### src/rtl/kfps2kb_cmd_sequencer.sv
// PS/2 keyboard command sequencer: sends reset (0xFF) and LED (0xED + arg), tracks ACK/resend/BAT replies.
// Optional: KFPS2KB_AUTO_LED_RESTORE_EN re-queues an LED update after a successful keyboard self-test.
module kfps2kb_cmd_sequencer #(
    parameter logic [15:0] ACK_TIMEOUT = 16'd20000,
    parameter logic [23:0] BAT_TIMEOUT = 24'd5000000,
    parameter logic [1:0]  MAX_RETRY   = 2'd2
) (
    input  logic       clock,
    input  logic       reset,
    input  logic       reset_req,
    input  logic       led_req,
    input  logic [2:0] led_state,
    output logic       tx_valid,
    output logic [7:0] tx_data,
    input  logic       tx_ready,
    input  logic       rx_valid,
    input  logic [7:0] rx_data,
    output logic       rx_claim,
    output logic       busy,
    output logic       reset_done,
    output logic       cmd_error,
    output logic [2:0] o_dbg_state
);

    typedef enum logic [2:0] {
        IDLE         = 3'd0,
        SEND_CMD     = 3'd1,
        WAIT_ACK     = 3'd2,
        SEND_ARG     = 3'd3,
        WAIT_ARG_ACK = 3'd4,
        WAIT_BAT     = 3'd5
    } state_t;

    localparam logic [7:0]  B_ACK    = 8'hFA;
    localparam logic [7:0]  B_RESEND = 8'hFE;
    localparam logic [7:0]  B_BAT_OK = 8'hAA;
    localparam logic [7:0]  B_BAT_NG = 8'hFC;
    localparam logic [23:0] ACK_LIM  = {8'd0, ACK_TIMEOUT};
    localparam logic [23:0] BAT_LIM  = BAT_TIMEOUT;

    state_t      r_state;
    logic        r_pending_reset;
    logic        r_pending_led;
    logic        r_is_led;
    logic [7:0]  r_arg;
    logic [1:0]  r_retry;
    logic [23:0] r_timer;
    logic        r_tx_valid;
    logic [7:0]  r_tx_data;
    logic        r_reset_done;
    logic        r_cmd_error;

    logic w_in_ack_wait;
    logic w_in_wait;
    logic w_known_byte;
    logic w_timeout;
    logic w_error;

    assign w_in_ack_wait = (r_state == WAIT_ACK) || (r_state == WAIT_ARG_ACK);
    assign w_in_wait     = w_in_ack_wait || (r_state == WAIT_BAT);
    assign w_known_byte  = (rx_data == B_ACK) || (rx_data == B_RESEND) ||
                           (rx_data == B_BAT_OK) || (rx_data == B_BAT_NG);

    // Expires on the cycle the counter would reach the limit; any received byte that cycle wins instead.
    assign w_timeout = (r_state == WAIT_BAT) ? (r_timer >= BAT_LIM - 24'd1)
                                             : (r_timer >= ACK_LIM - 24'd1);

    assign w_error = (w_in_ack_wait && rx_valid && (rx_data == B_RESEND) && (r_retry >= MAX_RETRY)) ||
                     ((r_state == WAIT_BAT) && rx_valid && (rx_data == B_BAT_NG)) ||
                     (w_in_wait && !rx_valid && w_timeout);

    assign rx_claim    = rx_valid && w_in_wait && w_known_byte;
    assign busy        = (r_state != IDLE);
    assign tx_valid    = r_tx_valid;
    assign tx_data     = r_tx_data;
    assign reset_done  = r_reset_done;
    assign cmd_error   = r_cmd_error;
    assign o_dbg_state = r_state;

    // Transmit handshake: tx_valid/tx_data stay fixed until a cycle with tx_ready high; that cycle transfers the byte.
    always_ff @(posedge clock or posedge reset) begin
        if (reset) begin
            r_state         <= IDLE;
            r_pending_reset <= 1'b0;
            r_pending_led   <= 1'b0;
            r_is_led        <= 1'b0;
            r_arg           <= 8'd0;
            r_retry         <= 2'd0;
            r_timer         <= 24'd0;
            r_tx_valid      <= 1'b0;
            r_tx_data       <= 8'd0;
            r_reset_done    <= 1'b0;
            r_cmd_error     <= 1'b0;
        end else begin
            r_reset_done <= 1'b0;
            r_cmd_error  <= 1'b0;
            if (w_error) begin
                r_cmd_error <= 1'b1;
                r_retry     <= 2'd0;
                r_tx_valid  <= 1'b0;
                r_state     <= IDLE;
            end else begin
                case (r_state)
                    IDLE: begin
                        if (r_pending_reset) begin
                            r_pending_reset <= 1'b0;
                            r_is_led        <= 1'b0;
                            r_tx_data       <= 8'hFF;
                            r_tx_valid      <= 1'b1;
                            r_state         <= SEND_CMD;
                        end else if (r_pending_led) begin
                            r_pending_led <= 1'b0;
                            r_is_led      <= 1'b1;
                            r_arg         <= {5'd0, led_state};
                            r_tx_data     <= 8'hED;
                            r_tx_valid    <= 1'b1;
                            r_state       <= SEND_CMD;
                        end
                    end
                    SEND_CMD, SEND_ARG: begin
                        if (tx_ready) begin
                            r_tx_valid <= 1'b0;
                            r_timer    <= 24'd0;
                            r_state    <= (r_state == SEND_CMD) ? WAIT_ACK : WAIT_ARG_ACK;
                        end
                    end
                    WAIT_ACK, WAIT_ARG_ACK: begin
                        r_timer <= r_timer + 24'd1;
                        if (rx_valid && (rx_data == B_ACK)) begin
                            r_retry <= 2'd0;
                            if (r_state == WAIT_ARG_ACK) begin
                                r_state <= IDLE;
                            end else if (r_is_led) begin
                                r_tx_data  <= r_arg;
                                r_tx_valid <= 1'b1;
                                r_state    <= SEND_ARG;
                            end else begin
                                r_timer <= 24'd0;
                                r_state <= WAIT_BAT;
                            end
                        end else if (rx_valid && (rx_data == B_RESEND)) begin
                            // tx_data still holds the byte being resent
                            r_retry    <= r_retry + 2'd1;
                            r_tx_valid <= 1'b1;
                            r_state    <= (r_state == WAIT_ACK) ? SEND_CMD : SEND_ARG;
                        end
                    end
                    WAIT_BAT: begin
                        r_timer <= r_timer + 24'd1;
                        if (rx_valid && (rx_data == B_BAT_OK)) begin
                            r_reset_done <= 1'b1;
                            r_state      <= IDLE;
`ifdef KFPS2KB_AUTO_LED_RESTORE_EN
                            r_pending_led <= 1'b1;
`else
                            r_pending_led <= r_pending_led;
`endif
                        end
                    end
                    default: r_state <= IDLE;
                endcase
            end
            // New requests are recorded last so they win over a same-cycle service clear.
            if (reset_req) r_pending_reset <= 1'b1;
            if (led_req)   r_pending_led   <= 1'b1;
        end
    end

endmodule

### config.mk
export PLATFORM = sky130hd
export DESIGN_NAME = kfps2kb_cmd_sequencer
export DESIGN_NICKNAME = d
export VERILOG_FILES = /design/src/rtl/kfps2kb_cmd_sequencer.sv
export SDC_FILE = /design/constraint.sdc
export NUM_CORES = 1
export LEC_CHECK = 0
export ABC_AREA = 1
export CAP_MARGIN = 10
export CORE_UTILIZATION = 45
export CTS_CLUSTER_SIZE = 8
export DETAILED_ROUTE_END_ITERATION = 10
export PLACE_DENSITY_LB_ADDON = 0.1
export SYNTH_ARGS = -nofsm -noshare
export SYNTH_HDL_FRONTEND = slang
export SYNTH_SLANG_ARGS = --single-unit
### constraint.sdc
create_clock -name clock -period 1.95 [get_ports clock]
set_input_delay 0.195 -clock clock [delete_from_list [all_inputs] [get_ports clock]]
set_output_delay 0.195 -clock clock [all_outputs]
set_load 0.1 [all_outputs]
Yosys cells after proc, flatten, opt, wreduce, memory -nomap -nowiden. Cells that the tools add are included.

Input port bits: 17. Logic and storage cells: 131. Flip-flop bits (word level): 46. Output and inout bits: 16.

Bitwise operators: 2. Equal/unequal tests: 23. Order comparisons: 3. Mux-type cells: 49. Add/subtract/negate cells: 2. Reduce and logical (&&, ||, !) cells: 41.

Operators by type and width (count): 24-bit two-way mux (4); 24-bit one-hot mux with 3 select lines (1); 8-bit two-way mux (5); 8-bit == test (second input constant) (4); 3-bit two-way mux (10); 24-bit by 1-bit adder with 24-bit output (second input constant) (1); 24-bit by 15-bit greater-or-equal comparator with 1-bit output (second input constant) (1); 24-bit by 23-bit greater-or-equal comparator with 1-bit output (second input constant) (1); 1-bit two-way mux (21); 4-bit inequality test (second input constant) (4); 8-bit one-hot mux with 2 select lines (1); 2-bit inequality test (second input constant) (7); 1-bit logical AND (12); 3-bit one-hot mux with 4 select lines (1); 6-bit AND reduction (2); 2-bit two-way mux (5); 2-bit nonzero test (5); 3-bit AND reduction (3); 3-bit nonzero test (3); 4-bit AND reduction (2); 1-bit logical OR (7); 3-bit by 2-bit == test with 1-bit output (second input constant) (2); 3-bit == test (second input constant) (2); 3-bit inequality test (second input constant) (2); other kinds (11) (14).

Longest topological paths before layout.
Word-level depth: 9. Gate-level depth with buffers: 15. Depth with buffers taken out: 14.

Worst setup path after synthesis. No wires, ideal clock.

Path type: flip-flop to output port. Start: register r_state[2] (netlist: o_dbg_state[2]). End: output rx_claim. Data required time: 1.755 ns. Setup slack: -2.192 ns. Arrival: 3.947 ns. Buffers on the path: 1. Stages on the path, launching flop included: 8. Cells stage by stage: dfrtp_1 > buf_2 > nand2_4 > nand2_4 > inv_4 > nand2_2 > inv_1 > a311oi_1.

Longest elaborated chain between the ends: 5. Elaborated cells on any way between the ends: 7. Classes of those cells: eq/ne (3); reduce/logical (4).

RTL lines: start: declaration (RTL line 41) `state_t r_state;`; start signal: assignment (RTL line 124) `r_state <= (r_state == SEND_CMD) ? WAIT_ACK : WAIT_ARG_ACK;`; start signal: assignment (RTL line 145) `r_state <= (r_state == WAIT_ACK) ? SEND_CMD : SEND_ARG;`; 3-bit by 2-bit == test with 1-bit output / 3-bit == test (equally long branches) (RTL line 59) `assign w_in_ack_wait = (r_state == WAIT_ACK) || (r_state == WAIT_ARG_ACK);`; 1-bit logical OR (RTL line 59); 1-bit logical OR (*) (RTL line 60) `assign w_in_wait = w_in_ack_wait || (r_state == WAIT_BAT);`; 1-bit logical AND (*) (2 in series) (RTL line 72) `assign rx_claim = rx_valid && w_in_wait && w_known_byte;`; end: declaration (RTL line 18) `output logic rx_claim,`.

Every way passes the cells marked *; elsewhere a longest branch is shown, timed or not.

Final worst setup path.
Start: register r_state[2] (netlist: o_dbg_state[2]). End: register r_state[2] (netlist: o_dbg_state[2]).

Longest elaborated chain between the ends: 9. Elaborated cells on any way between the ends: 31. Classes of those cells: eq/ne (9); mux (7); reduce/logical (15).

RTL lines: 3-bit by 2-bit == test with 1-bit output / 3-bit == test (equally long branches) (RTL line 59, 103, 131); 1-bit logical OR (RTL line 59); 1-bit logical AND (3 in series) (RTL line 68) `assign w_error = (w_in_ack_wait && rx_valid && (rx_data == B_RESEND) && (r_retry >= MAX_RETRY)) ||`; 1-bit logical OR (RTL line 68); 1-bit logical OR (RTL line 69) `((r_state == WAIT_BAT) && rx_valid && (rx_data == B_BAT_NG)) ||`; 4-bit inequality test (no source line) (tied with other cells); 4-bit AND reduction (no source line).

Parallel ways exist; a longest one is shown, timed or not. The select of a mux whose other input is x is not followed. A chain may end at the register's enable or synchronous reset.

==> metrics.txt <==
# TYPE chip_impl_metric gauge
chip_impl_info{name="status",value="finished, violations left"} 1
chip_impl_info{name="failed_checks",value="setup timing"} 1
chip_impl_metric{name="htreeDepth",unit=""} 2
chip_impl_metric{name="inserted_diodes",unit=""} 0
chip_impl_metric{name="initialDrtViolationCount",unit=""} 176
chip_impl_metric{name="num_rows",unit=""} 30
chip_impl_metric{name="post-route-drc-count",unit=""} 0
chip_impl_info{name="timing.critical_path.from_type",value="flip-flop"} 1
chip_impl_metric{name="fillCellCount",unit=""} 661
chip_impl_metric{name="slew_violations",unit=""} 0
chip_impl_metric{name="port-buffer-count",unit=""} 32
chip_impl_metric{name="path_max_fanout",unit=""} 3
chip_impl_info{name="critPathCaptureType",value="flip-flop"} 1
chip_impl_metric{name="synth_area_per_cell",unit="um2"} 6.43
chip_impl_metric{name="synth_sequential_area_ratio",unit=""} 0.327
chip_impl_metric{name="clkTransAtPathRegs",unit="ns"} 0.10
chip_impl_metric{name="boundaryPins",unit=""} 33
chip_impl_metric{name="vias_in_the_first_global_route",unit=""} 3394
chip_impl_metric{name="grt_usage",unit=""} 0.266
chip_impl_metric{name="place.gp.congestion",unit=""} 0.925
chip_impl_metric{name="power.switching_fraction",unit=""} 0.523
chip_impl_metric{name="fin_skew",unit="ns"} 0.00231
chip_impl_metric{name="p_comb_frac",unit=""} 0.656
chip_impl_metric{name="static-leakage-power",unit="nW"} 2.18
chip_impl_metric{name="met3_usage",unit=""} 0.0427
chip_impl_info{name="top_usage_layer",value="met2"} 1
chip_impl_metric{name="layout.cell_area.non_filler",unit="um2"} 4450
chip_impl_metric{name="seq_power_share",unit=""} 0.228
chip_impl_metric{name="routedWlPerCell",unit="um"} 14.3
chip_impl_metric{name="worst_skew_pair.late_latency",unit="ns"} 0.31
chip_impl_info{name="postSynth.topFlopCell",value="sky130_fd_sc_hd__dfrtp_1"} 1
chip_impl_metric{name="route.detailed.vias_per_inst",unit=""} 5.16
chip_impl_metric{name="seq_area",unit="um2"} 1090
chip_impl_metric{name="die_height",unit="um"} 87.5
chip_impl_metric{name="power_density",unit="nW/um2"} 1240
chip_impl_metric{name="layout_setup_ws",unit="ns"} -0.00389
chip_impl_info{name="clockRootBuffer",value="sky130_fd_sc_hd__clkbuf_8"} 1
chip_impl_metric{name="timing_hold_violations_final",unit=""} 0
chip_impl_metric{name="initial_antenna_violation_count",unit=""} 0
chip_impl_metric{name="grt_start_max_net_pins",unit=""} 29
chip_impl_metric{name="first_pass_iters",unit=""} 6
chip_impl_metric{name="setup_viol",unit=""} 2
chip_impl_info{name="path_class",value="flip-flop to flip-flop"} 1
chip_impl_metric{name="cts-buffers-inserted",unit=""} 5
chip_impl_metric{name="detailroute.via_count",unit=""} 3562
chip_impl_metric{name="worstMarginPinSlew",unit="ns"} 0.608
chip_impl_metric{name="place_worst_setup_slack",unit="ns"} -0.115
chip_impl_metric{name="total_clock_sinks",unit=""} 43
chip_impl_metric{name="dieWidth",unit="um"} 87.5
chip_impl_metric{name="global_route.usage.met1",unit=""} 0.323
chip_impl_metric{name="synth_cells",unit=""} 511
chip_impl_metric{name="timing.critical_path.arrival",unit="ns"} 2.16
chip_impl_metric{name="placed_standard_cell_area",unit="um2"} 3980
chip_impl_metric{name="synth-edff-count",unit=""} 0
chip_impl_metric{name="clock_tree.buffer_depth",unit=""} 2
chip_impl_metric{name="syn-num-nets",unit=""} 530
chip_impl_metric{name="drv.max_cap_violation_count",unit=""} 0
chip_impl_metric{name="final_util",unit=""} 0.644
chip_impl_metric{name="internal_power",unit="mW"} 2.64
chip_impl_metric{name="routed_wl",unit="um"} 9870
chip_impl_metric{name="finalPower",unit="mW"} 5.52
chip_impl_metric{name="p_switching",unit="mW"} 2.89
chip_impl_metric{name="place.detailed.hpwl",unit="um"} 6710
chip_impl_metric{name="fmax",unit="MHz"} 512
chip_impl_metric{name="areaGrowthSynthToFinish",unit="%"} 35.3
chip_impl_metric{name="start_util",unit=""} 0.476
chip_impl_metric{name="synthArstFlopShare",unit=""} 1.00
chip_impl_metric{name="final.period_utilization",unit=""} 1.00
chip_impl_metric{name="max_slew_margin",unit=""} 0.592
chip_impl_metric{name="required_time_reported_for_the_critical_path_endpoint",unit="ns"} 2.16
chip_impl_info{name="hold_class",value="input port to asynchronous set/reset pin"} 1
chip_impl_metric{name="synth_warnings",unit=""} 0
chip_impl_metric{name="clock_power_share",unit=""} 0.117
chip_impl_info{name="rsz0062_at_grt",value="true"} 1
chip_impl_metric{name="dieArea",unit="um2"} 7650
chip_impl_metric{name="flop_and_latch_count_out_of_synthesis",unit=""} 43
chip_impl_metric{name="drive_above_1_share",unit=""} 0.234
chip_impl_metric{name="grt_pass1_wl",unit="um"} 15700
chip_impl_info{name="cts_tree",value="yes"} 1
chip_impl_metric{name="timing.final.crit_period",unit="ns"} 1.95
chip_impl_metric{name="peak_vdd_ir",unit="mV"} 1.32
chip_impl_metric{name="final_antenna_net_count",unit=""} 0
chip_impl_metric{name="core-area",unit="um2"} 6910
chip_impl_metric{name="synth.cell_area",unit="um2"} 3290
chip_impl_metric{name="final_net_count",unit=""} 612
chip_impl_metric{name="area_taken_by_multi_input_logic_gates",unit="um2"} 2060
chip_impl_metric{name="synthDistinctLibCells",unit=""} 35
chip_impl_metric{name="post_route_worst_hold_slack",unit="ns"} 0.178
chip_impl_metric{name="use_met2",unit=""} 0.461
chip_impl_metric{name="globalRouteOverflowTotal",unit=""} 0
[synth_stat cells (all sizes together), types with 2 or more instances]
| master | n | area share |
|---|---|---|
| nor3 | 11 | 0.017 |
| buf | 12 | 0.027 |
| clkbuf | 6 | 0.0069 |
| nand2 | 196 | 0.23 |
| xor2 | 13 | 0.035 |
| dfrtp | 43 | 0.33 |
| nand3 | 38 | 0.059 |
| nand4 | 11 | 0.021 |
| o31ai | 2 | 0.0046 |
| a31oi | 12 | 0.023 |
| nor2 | 60 | 0.074 |
| o21ai | 29 | 0.044 |
| inv | 52 | 0.060 |
| a21oi | 3 | 0.0080 |
| o311ai | 9 | 0.024 |
| ha | 2 | 0.0076 |
| mux2 | 3 | 0.010 |
| clkinv | 3 | 0.0034 |
| xnor2 | 2 | 0.0053 |
[flip-flops by register name, summed over array words and instances, names as in the netlist]
name and flops:
cmd_error 1, r_timer 24, r_is_led 1, o_dbg_state 3, tx_data 5, r_pending_reset 1
r_pending_led 1, r_retry 2, r_arg 3, reset_done 1, tx_valid 1
[area by class of cell]
cell class,instances,share of cell area
clock buffers,5,0.0155
clock inverters,3,0.00591
inverters,55,0.0492
multi-input cells,395,0.463
flip-flops and latches,43,0.245
well taps,96,0.0270
repair buffers,93,0.194
[layer usage]
layer,wire length [um],up-vias
met1,4200,1604
met5,0,-
li1,-,1815
met2,4910,111
met4,316,0
met3,446,32
[metrics by stage]
step | std cells | setup TNS [ns]
detailed placement | 659 | -1.64
floorplan | 511 | -1.87
finish | 690 | -0.00573
global route | 690 | -1.81
CTS | 678 | -0.0311
global placement | 659 | -1.17
[worst max-delay path: stages (launching register included)]
cell,delay [ns]
sky130_fd_sc_hd__dfrtp_4,0.51
sky130_fd_sc_hd__buf_6,0.14
sky130_fd_sc_hd__nand2_4,0.07
sky130_fd_sc_hd__nand2_4,0.06
sky130_fd_sc_hd__buf_4,0.15
sky130_fd_sc_hd__o21ai_4,0.06
sky130_fd_sc_hd__nor2_4,0.06
sky130_fd_sc_hd__nor2_4,0.16
sky130_fd_sc_hd__buf_6,0.13
sky130_fd_sc_hd__nand4_1,0.16
sky130_fd_sc_hd__buf_4,0.20
sky130_fd_sc_hd__nand4_1,0.08
sky130_fd_sc_hd__nand2_1,0.06
[power by group through the flow]
stage / registers [mW] / logic [mW] / clock network [mW]
6_report: 1.26 / 3.62 / 0.644
5_1_grt: 1.28 / 3.87 / 0.688
4_1_cts: 1.24 / 3.06 / 0.657
3_5_place_dp: 1.29 / 2.83 / 0
3_3_place_gp: 1.29 / 2.81 / 0
2_1_floorplan: 1.84 / 1.58 / 0
[path summary, 6_finish.rpt]
| kind | from | end | slack (ns) | cells after the start |
|---|---|---|---|---|
| max | o_dbg_state[2] | o_dbg_state[2] | -0.004 | 12 |
| min | reset | tx_data[2] | 0.18 | 2 |
| max reg2reg | o_dbg_state[2] | o_dbg_state[2] | -0.004 | 12 |
| min reg2reg | tx_valid | tx_valid | 0.49 | 2 |
| max in group asynchronous | reset | r_timer[8] | 1.24 | 3 |
| min in group clock | led_req | r_pending_led | 0.39 | 3 |
[kinds of logic (layout without fill, tap and decap cells)]
group | count (synthesis) | after routing | synth area share
muxes | 3 | 3 | 0.0103
and+or+nand+nor | 317 | 317 | 0.407
DFF | 43 | 43 | 0.327
adders and majority gates | 2 | 2 | 0.00761
AOI/OAI and AO/OA | 58 | 58 | 0.110
buffers and inverters | 73 | 156 | 0.0971
xor gates and xnor gates | 15 | 15 | 0.0400
[cell usage in the layout, fill, tap and decap left out, drive strengths merged]
cell type        n
nand3           38
a21oi            3
ha               2
dlymetal6s2s     4
inv             54
nand4           11
o21ai           29
buf             75
nor4             1
a31oi           12
clkdlybuf4s50   12
nor2            60
mux2             3
nor3            11
xnor2            2
dfrtp           43
o31ai            2
o21bai           1
xor2            13
o22ai            1
o311ai           9
nand2          196
clkbuf           7
a311oi           1
clkinv           4
[timing repair]
| item | CTS | global route |
|---|---|---|
| gates cloned | 0 | 3 |
| hold buffers | 0 | 0 |
| resized for setup | 3 | 45 |
| endpoints found under the setup margin | 16 | 31 |
| setup buffers | 11 | 10 |
| pin swaps | 4 | 19 |
Note: power is estimated with default switching activity, not from simulation.
